--- config.mk ---
export PLATFORM = sky130hd
export DESIGN_NAME = prog_moore_seq_detector_flat
export DESIGN_NICKNAME = d
export VERILOG_FILES = /design/src/rtl/prog_moore_seq_detector_if.sv /design/src/rtl/prog_moore_seq_detector.sv /design/src/flat_wrapper.sv
export SDC_FILE = /design/constraint.sdc
export NUM_CORES = 1
export LEC_CHECK = 0
export BUFFER_PORTS_ARGS = -buffer_cell sky130_fd_sc_hd__buf_2
export CAP_MARGIN = 10
export CELL_PAD_IN_SITES_DETAIL_PLACEMENT = 1
export CELL_PAD_IN_SITES_GLOBAL_PLACEMENT = 1
export CORE_UTILIZATION = 47
export CTS_CLUSTER_DIAMETER = 60
export DETAILED_ROUTE_END_ITERATION = 16
export MAX_ROUTING_LAYER = met4
export PLACE_DENSITY_LB_ADDON = 0.1
export SLEW_MARGIN = 15
export SYNTH_ARGS = -nofsm -noshare
export SYNTH_HDL_FRONTEND = slang
export SYNTH_SLANG_ARGS = --single-unit
--- constraint.sdc ---
create_clock -name clk -period 6.68 [get_ports clk]
set_clock_uncertainty 0.05 [all_clocks]
set_input_delay 2.004 -clock clk [delete_from_list [all_inputs] [get_ports clk]]
set_output_delay 2.004 -clock clk [all_outputs]
set_load 0.02 [all_outputs]
--- src/rtl/prog_moore_seq_detector_if.sv ---
// Bit-stream, config and status bundle for the programmable detector.
// The detector takes the slave side; the stimulus source takes the master side.
interface prog_moore_seq_detector_if #(
  parameter int MAX_LEN = 8,
  parameter int CNT_W   = 8,
  parameter int LEN_W   = $clog2(MAX_LEN + 1)
);
  logic               x;
  logic               x_valid;
  logic               cfg_load;
  logic [MAX_LEN-1:0] cfg_pattern;
  logic [LEN_W-1:0]   cfg_len;
  logic               cfg_overlap;
  logic               count_clr;
  logic               z;
  logic [CNT_W-1:0]   match_count;
  logic               cfg_err;

  modport master (
    output x, x_valid, cfg_load, cfg_pattern,
    output cfg_len, cfg_overlap, count_clr,
    input  z, match_count, cfg_err
  );

  modport slave (
    input  x, x_valid, cfg_load, cfg_pattern,
    input  cfg_len, cfg_overlap, count_clr,
    output z, match_count, cfg_err
  );
endinterface

--- src/rtl/prog_moore_seq_detector.sv ---
// Runtime-programmable Moore sequence detector with saturating match counter.
// z and all status outputs are registered; there is no path from x to z.
module prog_moore_seq_detector #(
  parameter int MAX_LEN = 8,
  parameter int CNT_W   = 8,
  parameter logic [MAX_LEN-1:0] DEFAULT_PATTERN =
    MAX_LEN'(8'b0000_1101),
  parameter int DEFAULT_LEN = 4,
  parameter bit DEFAULT_OVERLAP = 1'b1
) (
  input logic clk,
  input logic reset,
  prog_moore_seq_detector_if.slave bus
);

  localparam int LEN_W = $clog2(MAX_LEN + 1);
  localparam logic [LEN_W-1:0] MAX_L = LEN_W'(MAX_LEN);
  localparam logic [LEN_W-1:0] DEF_L = LEN_W'(DEFAULT_LEN);
  localparam logic [CNT_W-1:0] CNT_MAX = '1;

  logic [MAX_LEN-1:0] pat_q, pat_d;
  logic [LEN_W-1:0]   len_q, len_d;
  logic               ovl_q, ovl_d;
  logic [MAX_LEN-1:0] hist_q, hist_d;
  logic [LEN_W-1:0]   fill_q, fill_d;
  logic               z_q, z_d;
  logic [CNT_W-1:0]   cnt_q, cnt_d;
  logic               err_q, err_d;

  logic [MAX_LEN-1:0] hist_sh;
  logic [MAX_LEN-1:0] mask;
  logic [LEN_W-1:0]   fill_inc;
  logic [CNT_W-1:0]   cnt_base;
  logic               cfg_ok;
  logic               accept;
  logic               hit;

  // Compare the would-be history against the active pattern slice.
  always_comb begin
    hist_sh  = {hist_q[MAX_LEN-2:0], bus.x};
    fill_inc = (fill_q == MAX_L) ? fill_q : fill_q + 1'b1;
    mask     = '0;
    for (int i = 0; i < MAX_LEN; i++) begin
      mask[i] = (LEN_W'(i) < len_q);
    end
    cfg_ok = (bus.cfg_len != '0) && (bus.cfg_len <= MAX_L);
    accept = bus.x_valid && !bus.cfg_load;
    hit    = accept && (fill_inc >= len_q) &&
             (((hist_sh ^ pat_q) & mask) == '0);
  end

  // Next-state: config load wins over the bit stream.
  always_comb begin
    pat_d  = pat_q;
    len_d  = len_q;
    ovl_d  = ovl_q;
    hist_d = hist_q;
    fill_d = fill_q;
    z_d    = z_q;
    err_d  = bus.cfg_load && !cfg_ok;
    if (bus.cfg_load) begin
      if (cfg_ok) begin
        pat_d  = bus.cfg_pattern;
        len_d  = bus.cfg_len;
        ovl_d  = bus.cfg_overlap;
        hist_d = '0;
        fill_d = '0;
        z_d    = 1'b0;
      end
    end else if (bus.x_valid) begin
      hist_d = hist_sh;
      fill_d = (hit && !ovl_q) ? '0 : fill_inc;
      z_d    = hit;
    end
    cnt_base = bus.count_clr ? '0 : cnt_q;
    if (hit && cnt_base != CNT_MAX) begin
      cnt_d = cnt_base + 1'b1;
    end else begin
      cnt_d = cnt_base;
    end
  end

  // State registers; reset restores the default configuration.
  always_ff @(posedge clk or posedge reset) begin
    if (reset) begin
      pat_q  <= DEFAULT_PATTERN;
      len_q  <= DEF_L;
      ovl_q  <= DEFAULT_OVERLAP;
      hist_q <= '0;
      fill_q <= '0;
      z_q    <= 1'b0;
      cnt_q  <= '0;
      err_q  <= 1'b0;
    end else begin
      pat_q  <= pat_d;
      len_q  <= len_d;
      ovl_q  <= ovl_d;
      hist_q <= hist_d;
      fill_q <= fill_d;
      z_q    <= z_d;
      cnt_q  <= cnt_d;
      err_q  <= err_d;
    end
  end

  assign bus.z           = z_q;
  assign bus.match_count = cnt_q;
  assign bus.cfg_err     = err_q;

endmodule

--- src/flat_wrapper.sv ---
// flat-port wrapper written by rule: the top's interface ports become plain ports
module prog_moore_seq_detector_flat 
#(
  parameter int MAX_LEN = 8,
  parameter int CNT_W   = 8,
  parameter logic [MAX_LEN-1:0] DEFAULT_PATTERN =
    MAX_LEN'(8'b0000_1101),
  parameter int DEFAULT_LEN = 4,
  parameter bit DEFAULT_OVERLAP = 1'b1
)
  (clk, reset, bus_x, bus_x_valid, bus_cfg_load, bus_cfg_pattern, bus_cfg_len, bus_cfg_overlap, bus_count_clr, bus_z, bus_match_count, bus_cfg_err);
  prog_moore_seq_detector_if #(.MAX_LEN(MAX_LEN), .CNT_W(CNT_W)) bus_i ();
  input logic clk;
  input logic reset;
  input wire logic [$bits(bus_i.x)-1:0] bus_x;
  input wire logic [$bits(bus_i.x_valid)-1:0] bus_x_valid;
  input wire logic [$bits(bus_i.cfg_load)-1:0] bus_cfg_load;
  input wire logic [$bits(bus_i.cfg_pattern)-1:0] bus_cfg_pattern;
  input wire logic [$bits(bus_i.cfg_len)-1:0] bus_cfg_len;
  input wire logic [$bits(bus_i.cfg_overlap)-1:0] bus_cfg_overlap;
  input wire logic [$bits(bus_i.count_clr)-1:0] bus_count_clr;
  output wire logic [$bits(bus_i.z)-1:0] bus_z;
  output wire logic [$bits(bus_i.match_count)-1:0] bus_match_count;
  output wire logic [$bits(bus_i.cfg_err)-1:0] bus_cfg_err;
  assign bus_i.x = bus_x;
  assign bus_i.x_valid = bus_x_valid;
  assign bus_i.cfg_load = bus_cfg_load;
  assign bus_i.cfg_pattern = bus_cfg_pattern;
  assign bus_i.cfg_len = bus_cfg_len;
  assign bus_i.cfg_overlap = bus_cfg_overlap;
  assign bus_i.count_clr = bus_count_clr;
  assign bus_z = bus_i.z;
  assign bus_match_count = bus_i.match_count;
  assign bus_cfg_err = bus_i.cfg_err;
  prog_moore_seq_detector #(.MAX_LEN(MAX_LEN), .CNT_W(CNT_W), .DEFAULT_PATTERN(DEFAULT_PATTERN), .DEFAULT_LEN(DEFAULT_LEN), .DEFAULT_OVERLAP(DEFAULT_OVERLAP)) u_core (.clk(clk), .reset(reset), .bus(bus_i));
endmodule
==> metrics.csv, run 1 <==
metric;value;unit
wl_per_cell;15.4;um
synth_top_area_share;40.4;%
ant_nets;0;
p_per_area;257;nW/um^2
cts_resized;0;
total_power;0.538;mW
final_cell_area;2090;sq um
finalSetupTns;0;ns
hold_start;u_core.bus.z;
grt_usage;22.2;%
ys_warn_count;0;
layout-drive-gt1-share;29.9;%
io_buffers;28;
wl_met1;1.81;mm
htree_levels;2;
num-nets-final;226;
placed_cell_area;1980;sq um
hold_violations;0;
clk_path_buf_depth;2;
die_x;63.8;um
wl;3.82;mm
fill_cells;415;
cp-end-kind;register;
critical_path_class;input pin to register;
synth_area;1790;sq um
yosysMostFrequentCell;dfrtp_1;
setup_viol;0;
multiInputGateArea;881;sq um
syn_nets;194;
pre_cts_slack;2.82;ns
cp_num_buf_inv;1;
post-route-util;57.1;%
clockRootBuffer;clkbuf_8;
reg2reg_from;u_core.fill_q[0];
synth_area_leader_cell;dfrtp_1;
antenna_found_initial;0;
status;completed;
core;3660;sq um
dp_hpwl;2.82;mm
crit_family;simple AND/OR/NAND/NOR gates;
netlist_top_cells_area;dfrtp_1 (40%), mux2_2 (8.8%), dfstp_2 (7.3%);
hold_buffers;0;
vias_per_cell;5.30;
gp_congestion;0.808;
rsz0062_at_grt;false;
grt_overflow;0;
cts_setup_buffers;0;
crit_fanout;11;
period_share;54.1;%
cap_violations;0;
cts_tree;done;
dpl.cell_count;241;
cts.reportedPaths.clkPinSlew;0.07;ns
syn_inst;168;
synth_edf_count;0;
ys_async_sr_fraction;100;%
grt_pass1_vias;1395;
numCtsBuffers;5;
max_stage_delay;0.30;ns
p_leak;0.984;nW
critical_path_required;6.80;ns
drc_errors;0;
synth_seq_area_share;47.8;%
synth.lib_cells_used.distinct;40;
whs;0.430;ns
die-area;4070;sq um
crit_chain;buf_2 > nor2b_1 > ha_1 > nand2_1 > nor2_1 > nand3_1 > nor3b_4 > and3_2 > mux2_1;
slew_viol_final;0;
rows;22;
antenna_cells;0;
wl_met2;1.80;mm
worstSetupStartpoint;bus_count_clr;
hold_class;register to register;
tightest_slew;0.773;ns
dr.max_layer_used;met4;
vias;1320;
drt-initial-drc-count;30;
seqCellArea;857;sq um
dr_wl_met3;117;um
ios;29;
synth-main-ff-cell;dfrtp_1;
fin_cells;249;
synth.top_cells.by_count;dfrtp_1 (29), nand2_1 (22), mux2_2 (14);
ys_ff_latch;34;
grt_pass1_wl;6.55;mm
timing.final.ws_setup;3.07;ns
grt_max_degree;35;
avgSynthCellArea;10.7;sq um
critPathSlowestCell;mux2_1;
start_util;49.0;%
area_growth;16.5;%
die_height;63.8;um
drtPass1Iterations;4;
cp.arrival;3.73;ns
critPathLaunchType;input pin;
fin_crit;3.61;ns
vdd_drop_max;0.000140;V
max_freq;277;MHz
clock_latency;0.29;ns
slew-limit-headroom;48.4;%
cts_sinks;34;
[placed cells by master, fill, tap and decap left out, drive strengths merged, types with 2 or more instances in the layout]
cell     n
nand2   22
a21oi    4
clkbuf   7
xor2     7
o21ai   10
nand2b   2
xnor2    7
nor2b    8
dfrtp   29
a21o     2
or3      2
buf     30
nor2     8
ha       7
inv      8
nand3    5
dfstp    5
mux2    16
a32o     3
[per-layer routing]
layer / GRT usage, % / vias to the layer above
met5: - / -
li1: - / 654
met3: 5.36 / 11
met1: 26.3 / 635
met2: 35.5 / 20
met4: 10.5 / 0
[worst register-to-register path, stage by stage (launching register included)]
cell	delay, ns
dfrtp_1	0.40
inv_1	0.09
ha_1	0.19
nand2_1	0.08
nand2_1	0.05
mux2i_1	0.20
ha_1	0.21
o21ai_0	0.09
a222oi_1	0.37
nand4b_1	0.29
nor3b_4	0.39
and3_2	0.25
mux2_1	0.31
[power breakdown]
part / internal, mW / total (mW) / switching (mW)
Clock: 0.112 / 0.185 / 0.0729
Sequential: 0.232 / 0.253 / 0.0209
Combinational: 0.0498 / 0.101 / 0.0508
Total: 0.393 / 0.538 / 0.145
[cell families (layout without fill, tap and decap cells)]
| group | count (synthesis) | after routing | synth area share [%] |
|---|---|---|---|
| xor+xnor | 14 | 14 | 6.83 |
| flops | 34 | 34 | 47.8 |
| fa+ha+maj | 7 | 7 | 4.88 |
| simple gates | 56 | 56 | 16.3 |
| mux | 17 | 17 | 10.6 |
| buf+inv | 13 | 46 | 3.14 |
| compound gates | 27 | 27 | 10.5 |
[final timing paths]
kind	to	slack [ns]	depth (start not counted)
worst max-delay path	u_core.bus.match_count[5]	3.07	9
worst min-delay path	u_core.bus.z	0.43	1
worst max register to register	u_core.bus.match_count[5]	3.58	12
worst min register to register	u_core.bus.z	0.43	1
max in group asynchronous	u_core.pat_q[0]	4.48	3
min in group asynchronous	u_core.pat_q[7]	1.76	3
[layout make-up]
cell class	count	area share (%)
inverters	8	1.44
clock buffers	7	3.65
flip-flops and latches	34	41.0
well taps	48	2.87
multi-input cells	121	42.2
repair buffers	30	7.43
clock inverters	1	1.44
[flip-flops by register name, summed over array words and instances, names as in the netlist]
signal	flops
u_core.fill_q	4
u_core.len_q	4
u_core.bus.cfg_err	1
u_core.ovl_q	1
u_core.pat_q	8
u_core.hist_q	7
u_core.bus.z	1
u_core.bus.match_count	8
Note: power is estimated with default switching activity, not from simulation.
==> run 2: changes to the inputs <==
--- a/config.mk
+++ b/config.mk
@@ -9,7 +9,7 @@
 export CAP_MARGIN = 10
 export CELL_PAD_IN_SITES_DETAIL_PLACEMENT = 1
 export CELL_PAD_IN_SITES_GLOBAL_PLACEMENT = 1
-export CORE_UTILIZATION = 47
+export CORE_UTILIZATION = 43
 export CTS_CLUSTER_DIAMETER = 60
 export DETAILED_ROUTE_END_ITERATION = 16
 export MAX_ROUTING_LAYER = met4
==> constraint.sdc (replaced) <==
create_clock -name clk -period 3.4 [get_ports clk]
set_clock_uncertainty 0.05 [all_clocks]
set_input_delay 1.02 -clock clk [delete_from_list [all_inputs] [get_ports clk]]
set_output_delay 1.02 -clock clk [all_outputs]
set_load 0.02 [all_outputs]
==> run 2 against run 1 <==
Against the previous run:
- cell area shrank 1.1%
- highest routed layer unchanged
- global-route usage shrank 2.6 points
- core utilization shrank 5.4 points
- worst hold slack gained 0.014 ns
- count of clock-buffer cells in the layout grew 1
- non-clock buffer count is the same
- combinational power grew 92%
- clock power grew 54%
- setup slack lost 2.7 ns
==> metrics.csv, run 2 (same netlist as run 1, synthesis figures left out) <==
metric;value;unit;change
max_stage_delay;0.40;ns;+0.10 ns
p_leak;0.971;nW;-1.3%
die_x;66.6;um;+4.4%
seqCellArea;857;sq um;unchanged
hold_class;register to register;;
top_usage_layer;met2;;
rows;23;;+4.5%
grt_pass1_vias;1407;;+0.86%
ios;29;;unchanged
hold_buffers;0;;unchanged
vdd_drop_max;0.000366;V;+160%
cap_violations;0;;unchanged
finalSetupTns;0;ns;unchanged
vias;1336;;+1.2%
fill_cells;458;;+10%
pwr-share-clk;29.2;%;-5.1 points
drc_errors;0;;unchanged
p_switching;0.275;mW;+90%
whs;0.444;ns;+0.0142 ns
numCtsBuffers;5;;unchanged
cts_tree;done;;
htree_levels;2;;unchanged
area_growth;15.1;%;
use_met1;23.3;%;-3.0 points
io_buffers;28;;unchanged
dp_hpwl;2.82;mm;+0.12%
wl;3.81;mm;-0.37%
crit_chain;inv_1 > ha_1 > nand2_1 > nand2_1 > mux2i_1 > ha_1 > o21ai_0 > a222oi_1 > nand4b_1 > nor3b_4 > and3_2 > mux2_1;;
max_freq;333;MHz;
layout_common_cells;dfrtp_1 (29), buf_2 (28), nand2_1 (22);;
grt_usage;19.6;%;-2.6 points
period_share;88.4;%;
antenna_cells;0;;unchanged
cp_num_buf_inv;1;;unchanged
slew-limit-headroom;48.3;%;-0.053 points
total_power;0.972;mW;+81%
seqPwrFrac;50.8;%;+3.8 points
layout_commonest_cell;dfrtp_1;;
cp.arrival;3.13;ns;-0.60 ns
cts_sinks;34;;unchanged
comb_power_share;20.0;%;+1.3 points
core;4000;sq um;+9.3%
cp-end-kind;register;;
grt_max_degree;35;;unchanged
cts.reportedPaths.clkPinSlew;0.07;ns;about the same
drtPass1Iterations;4;;unchanged
vias_per_cell;5.32;;+0.41%
post-route-util;51.6;%;-5.4 points
hold_violations;0;;unchanged
grt_overflow;0;;unchanged
p_per_area;471;nW/um^2;+83%
drt-initial-drc-count;27;;-10%
critPathSlowestCell;nor3b_4;;
critPathLaunchType;register;;
setup_viol;0;;unchanged
pre_cts_slack;0.422;ns;-2.40 ns
wl_per_cell;15.2;um;-1.2%
timing.final.ws_setup;0.393;ns;-2.67 ns
cts_resized;0;;unchanged
grtUsageMet2;32.2;%;-3.3 points
rsz0062_at_grt;false;;
status;completed;;
slew_viol_final;0;;unchanged
critical_path_class;register to register;;
antenna_found_initial;0;;unchanged
ant_nets;0;;unchanged
power_switching_share;28.3;%;+1.4 points
multiInputGateArea;881;sq um;unchanged
cts_setup_buffers;0;;unchanged
gp_congestion;0.817;;+1.1%
layout-drive-gt1-share;29.4;%;-0.50 points
grt_pass1_wl;6.31;mm;-3.6%
crit_family;simple AND/OR/NAND/NOR gates;;
crit_fanout;7;;-4
die_height;66.6;um;+4.4%
start_util;44.9;%;-4.2 points
tightest_slew;0.773;ns;+0.000796 ns
die-area;4430;sq um;+9.0%
clk_path_buf_depth;2;;unchanged
clock_latency;0.29;ns;about the same
num-nets-final;226;;unchanged
critical_path_required;3.52;ns;-3.28 ns
p_int;0.697;mW;+77%
use_met3;5.14;%;-0.22 points
clockRootBuffer;clkbuf_8;;
fin_crit;3.01;ns;
==> run 2: layer usage <==
layer | routed length, um | part of all wire, %
met1 | 1750 | 46
met2 | 1910 | 50
met3 | 101 | 2.7
met4 | 51 | 1.3
met5 | 0 | 0
==> run 2: final cells by class <==
| cell class | instances | area share (%) |
|---|---|---|
| multi-input combinational | 121 | 42.6 |
| tap | 50 | 3.03 |
| timing repair buffer | 30 | 7.51 |
| inverter | 8 | 1.45 |
| sequential | 34 | 41.5 |
| clock buffer | 8 | 3.88 |
==> run 2: worst paths after layout <==
kind / depth (start not counted) / startpoint / slack [ns] / endpoint
setup / recovery: 12 / u_core.fill_q[0] / 0.39 / u_core.bus.match_count[5]
hold / removal: 1 / u_core.bus.z / 0.44 / u_core.bus.z
setup reg to reg: 12 / u_core.fill_q[0] / 0.39 / u_core.bus.match_count[5]
hold reg to reg: 1 / u_core.bus.z / 0.44 / u_core.bus.z
max in group asynchronous: 3 / reset / 2.19 / u_core.pat_q[0]
min in group asynchronous: 3 / reset / 0.77 / u_core.hist_q[4]
==> run 2: power groups by stage <==
stage	Clock, mW	Sequential, mW	Combinational [mW]
3_3_place_gp	0	0.499	0.188
3_5_place_dp	0	0.501	0.197
4_1_cts	0.298	0.494	0.198
2_1_floorplan	0	0.495	0.142
6_report	0.284	0.494	0.194
5_1_grt	0.312	0.501	0.218
==> run 2: per-stage QoR <==
| stage | instances | area (sq um) |
|---|---|---|
| 5_1_grt | 251 | 2070 |
| 3_3_place_gp | 243 | 1990 |
| 3_5_place_dp | 243 | 1990 |
| 2_1_floorplan | 168 | 1790 |
| 4_1_cts | 251 | 2070 |
| 6_report | 251 | 2070 |
==> run 3: changes to the inputs <==
--- a/config.mk
+++ b/config.mk
@@ -5,11 +5,12 @@
 export SDC_FILE = /design/constraint.sdc
 export NUM_CORES = 1
 export LEC_CHECK = 0
+export ABC_AREA = 1
 export BUFFER_PORTS_ARGS = -buffer_cell sky130_fd_sc_hd__buf_2
 export CAP_MARGIN = 10
 export CELL_PAD_IN_SITES_DETAIL_PLACEMENT = 1
 export CELL_PAD_IN_SITES_GLOBAL_PLACEMENT = 1
-export CORE_UTILIZATION = 43
+export CORE_UTILIZATION = 45
 export CTS_CLUSTER_DIAMETER = 60
 export DETAILED_ROUTE_END_ITERATION = 16
 export MAX_ROUTING_LAYER = met4
==> constraint.sdc (replaced) <==
create_clock -name clk -period 3.6 [get_ports clk]
set_clock_uncertainty 0.05 [all_clocks]
set_input_delay 1.08 -clock clk [delete_from_list [all_inputs] [get_ports clk]]
set_output_delay 1.08 -clock clk [all_outputs]
set_load 0.02 [all_outputs]
==> run 3 against run 2 <==
Against the previous run:
- count of clock-buffer cells in the layout down 1
- sequential cell count stayed put
- first-iteration DRC count increased to 3.0 times the previous value
- register-to-register slack improved by 0.73 ns
- core utilization grew 3.6 points
- cell area rose by 11%
- via count grew 31%
- sequential share of layout area shrank 4.0 points
- synthesized cell count grew 52%
- setup slack improved by 0.73 ns
- critical path type unchanged
==> metrics.csv, run 3 <==
metric;value;unit;change
rsz0062_at_grt;false;;
antenna_cells;0;;unchanged
total_power;1.02;mW;+4.9%
die_height;68.7;um;+3.1%
dp_hpwl;3.72;mm;+32%
critical_path_required;3.73;ns;+0.21 ns
p_switching;0.309;mW;+12%
ys_ff_latch;34;;unchanged
synth.top_cells.by_count;nand2_1 (80), inv_1 (38), dfrtp_1 (29);;
ys_async_sr_fraction;100;%;unchanged
slew_viol_final;0;;unchanged
critical_path_class;register to register;;
area_growth;14.5;%;
tightest_slew;0.438;ns;-0.335 ns
wl;4.98;mm;+31%
synth_area;2000;sq um;+11%
synth_edf_count;0;;unchanged
synth_seq_area_share;42.9;%;-4.9 points
clockRootBuffer;clkbuf_8;;
grt_overflow;0;;unchanged
wl_per_cell;14.7;um;-3.3%
numCtsBuffers;5;;unchanged
vias;1754;;+31%
vias_per_cell;5.17;;-2.8%
cts_setup_buffers;0;;unchanged
synth_top_area_share;36.3;%;-4.2 points
p_per_area;446;nW/um^2;-5.3%
layout-drive-gt1-share;20.1;%;-9.3 points
seqPwrFrac;44.4;%;-6.4 points
vdd_drop_max;0.000287;V;-22%
synth_area_leader_cell;dfrtp_1;;
period_share;68.7;%;-20 points
clock_latency;0.29;ns;about the same
crit_fanout;11;;+4
netlist_top_cells_area;dfrtp_1 (36%), nand2_1 (15%), inv_1 (7.1%);;
ios;29;;unchanged
finalSetupTns;0;ns;unchanged
cts.reportedPaths.clkPinSlew;0.07;ns;about the same
power_switching_share;30.3;%;+2.0 points
comb_power_share;21.4;%;+1.4 points
syn_nets;281;;+45%
status;completed;;
critPathLaunchType;register;;
cp-end-kind;register;;
hold_violations;0;;unchanged
synth.lib_cells_used.distinct;32;;-20%
gp_congestion;0.884;;+8.2%
antenna_found_initial;0;;unchanged
cp.arrival;2.60;ns;-0.53 ns
ys_warn_count;0;;unchanged
cap_violations;0;;unchanged
drtPass1Iterations;4;;unchanged
cts_tree;done;;
avgSynthCellArea;7.84;sq um;-27%
setup_viol;0;;unchanged
yosysMostFrequentCell;nand2_1;;
htree_levels;2;;unchanged
start_util;48.2;%;+3.4 points
drt-initial-drc-count;81;;+200%
pwr-share-clk;34.2;%;+5.0 points
p_leak;1.29;nW;+33%
cts_resized;0;;unchanged
die_x;68.7;um;+3.1%
ant_nets;0;;unchanged
grt_pass1_vias;1732;;+23%
fill_cells;537;;+17%
syn_inst;255;;+52%
layout_commonest_cell;nand2_1;;
clk_path_buf_depth;2;;unchanged
max_freq;404;MHz;+21%
core;4140;sq um;+3.6%
layout_common_cells;nand2_1 (80), inv_1 (38), dfrtp_1 (29);;
grt_pass1_wl;8.27;mm;+31%
drc_errors;0;;unchanged
slew-limit-headroom;70.8;%;+22 points
hold_class;register to register;;
grt_max_degree;35;;unchanged
rows;23;;unchanged
hold_buffers;0;;unchanged
synth-main-ff-cell;dfrtp_1;;
grt_usage;25.5;%;+5.9 points
die-area;4710;sq um;+6.3%
io_buffers;28;;unchanged
num-nets-final;314;;+39%
p_int;0.711;mW;+2.0%
cts_sinks;34;;unchanged
fin_crit;2.47;ns;-0.532 ns
run 3: changes by cell type after synthesis, moves of 6 or more:
cell and delta:
nor2_1 +17, nand3_1 +7, o21ai_0 -7, inv_1 +30, mux2_2 -12, nand2_1 +58, nor2b_1 -8, o22ai_1 +6
nand4_1 +8
run 3: final cells by class:
class                   count  area (sq um)  share of cell area [%]
flip-flops and latches     34           857                    37.5
repair buffers             30           155                    6.78
inverters                  41           154                    6.73
well taps                  50          62.6                    2.73
multi-input cells         176           953                    41.7
clock inverters             1          30.0                    1.31
clock buffers               7          76.3                    3.34
run 3: metal layers:
metal | vias to the layer above | track usage (%) | wire length [um]
li1 | 869 | - | -
met1 | 855 | 32.9 | 2400
met3 | 4 | 5.10 | 117
met2 | 26 | 39.6 | 2390
met4 | 0 | 8.85 | 70
met5 | - | - | 0
run 3: cell families (layout without fill, tap and decap cells):
family | Yosys count | in the layout | synth area share (%)
compound gates | 18 | 18 | 5.01
xor+xnor | 8 | 8 | 3.50
fa+ha+maj | 7 | 7 | 4.38
buf+inv | 45 | 79 | 9.45
flops | 34 | 34 | 42.9
mux | 4 | 4 | 2.25
simple gates | 139 | 139 | 32.5
run 3: path summary, 6_finish.rpt:
path	start	end	slack (ns)	depth (start not counted)
setup / recovery	u_core.fill_q[0]	u_core.fill_q[1]	1.13	17
max in group asynchronous	reset	u_core.ovl_q	2.33	3
hold reg to reg	u_core.bus.z	u_core.bus.z	0.42	2
setup reg to reg	u_core.fill_q[0]	u_core.fill_q[1]	1.13	17
hold / removal	u_core.bus.z	u_core.bus.z	0.42	2
min in group asynchronous	reset	u_core.bus.cfg_err	0.83	3
run 3: power by group through the flow:
stage / Sequential (mW) / Combinational, mW / Clock (mW)
2_1_floorplan: 0.454 / 0.172 / 0
3_3_place_gp: 0.458 / 0.209 / 0
3_5_place_dp: 0.460 / 0.221 / 0
4_1_cts: 0.453 / 0.223 / 0.358
5_1_grt: 0.459 / 0.252 / 0.369
6_report: 0.453 / 0.218 / 0.349
run 3: through the flow:
stage | hold WS, ns | std cells | area (sq um) | worst slack (ns) | utilization [%]
after global routing | 0.461 | 339 | 2290 | 0.793 | 55.2
final | 0.423 | 339 | 2290 | 1.13 | 55.2
after global placement | 0.411 | 331 | 2180 | 1.08 | 52.7
after floorplan | 0.410 | 255 | 2000 | 1.34 | -
after CTS | 0.429 | 339 | 2290 | 1.08 | 55.2
after detailed placement | 0.410 | 331 | 2180 | 0.990 | 52.7
run 3: worst max-delay path, cell delays in order, from the launching register on:
cell,delay (ns)
dfrtp_1,0.41
inv_1,0.11
ha_1,0.16
nand2_1,0.05
nor2_1,0.16
xor2_1,0.23
inv_1,0.07
ha_1,0.18
inv_1,0.06
nand2_1,0.05
nand2_1,0.05
nand2_1,0.04
nand2_1,0.05
nor2_1,0.06
nor2_4,0.26
nand4_2,0.19
nand3_1,0.12
nand2_1,0.06
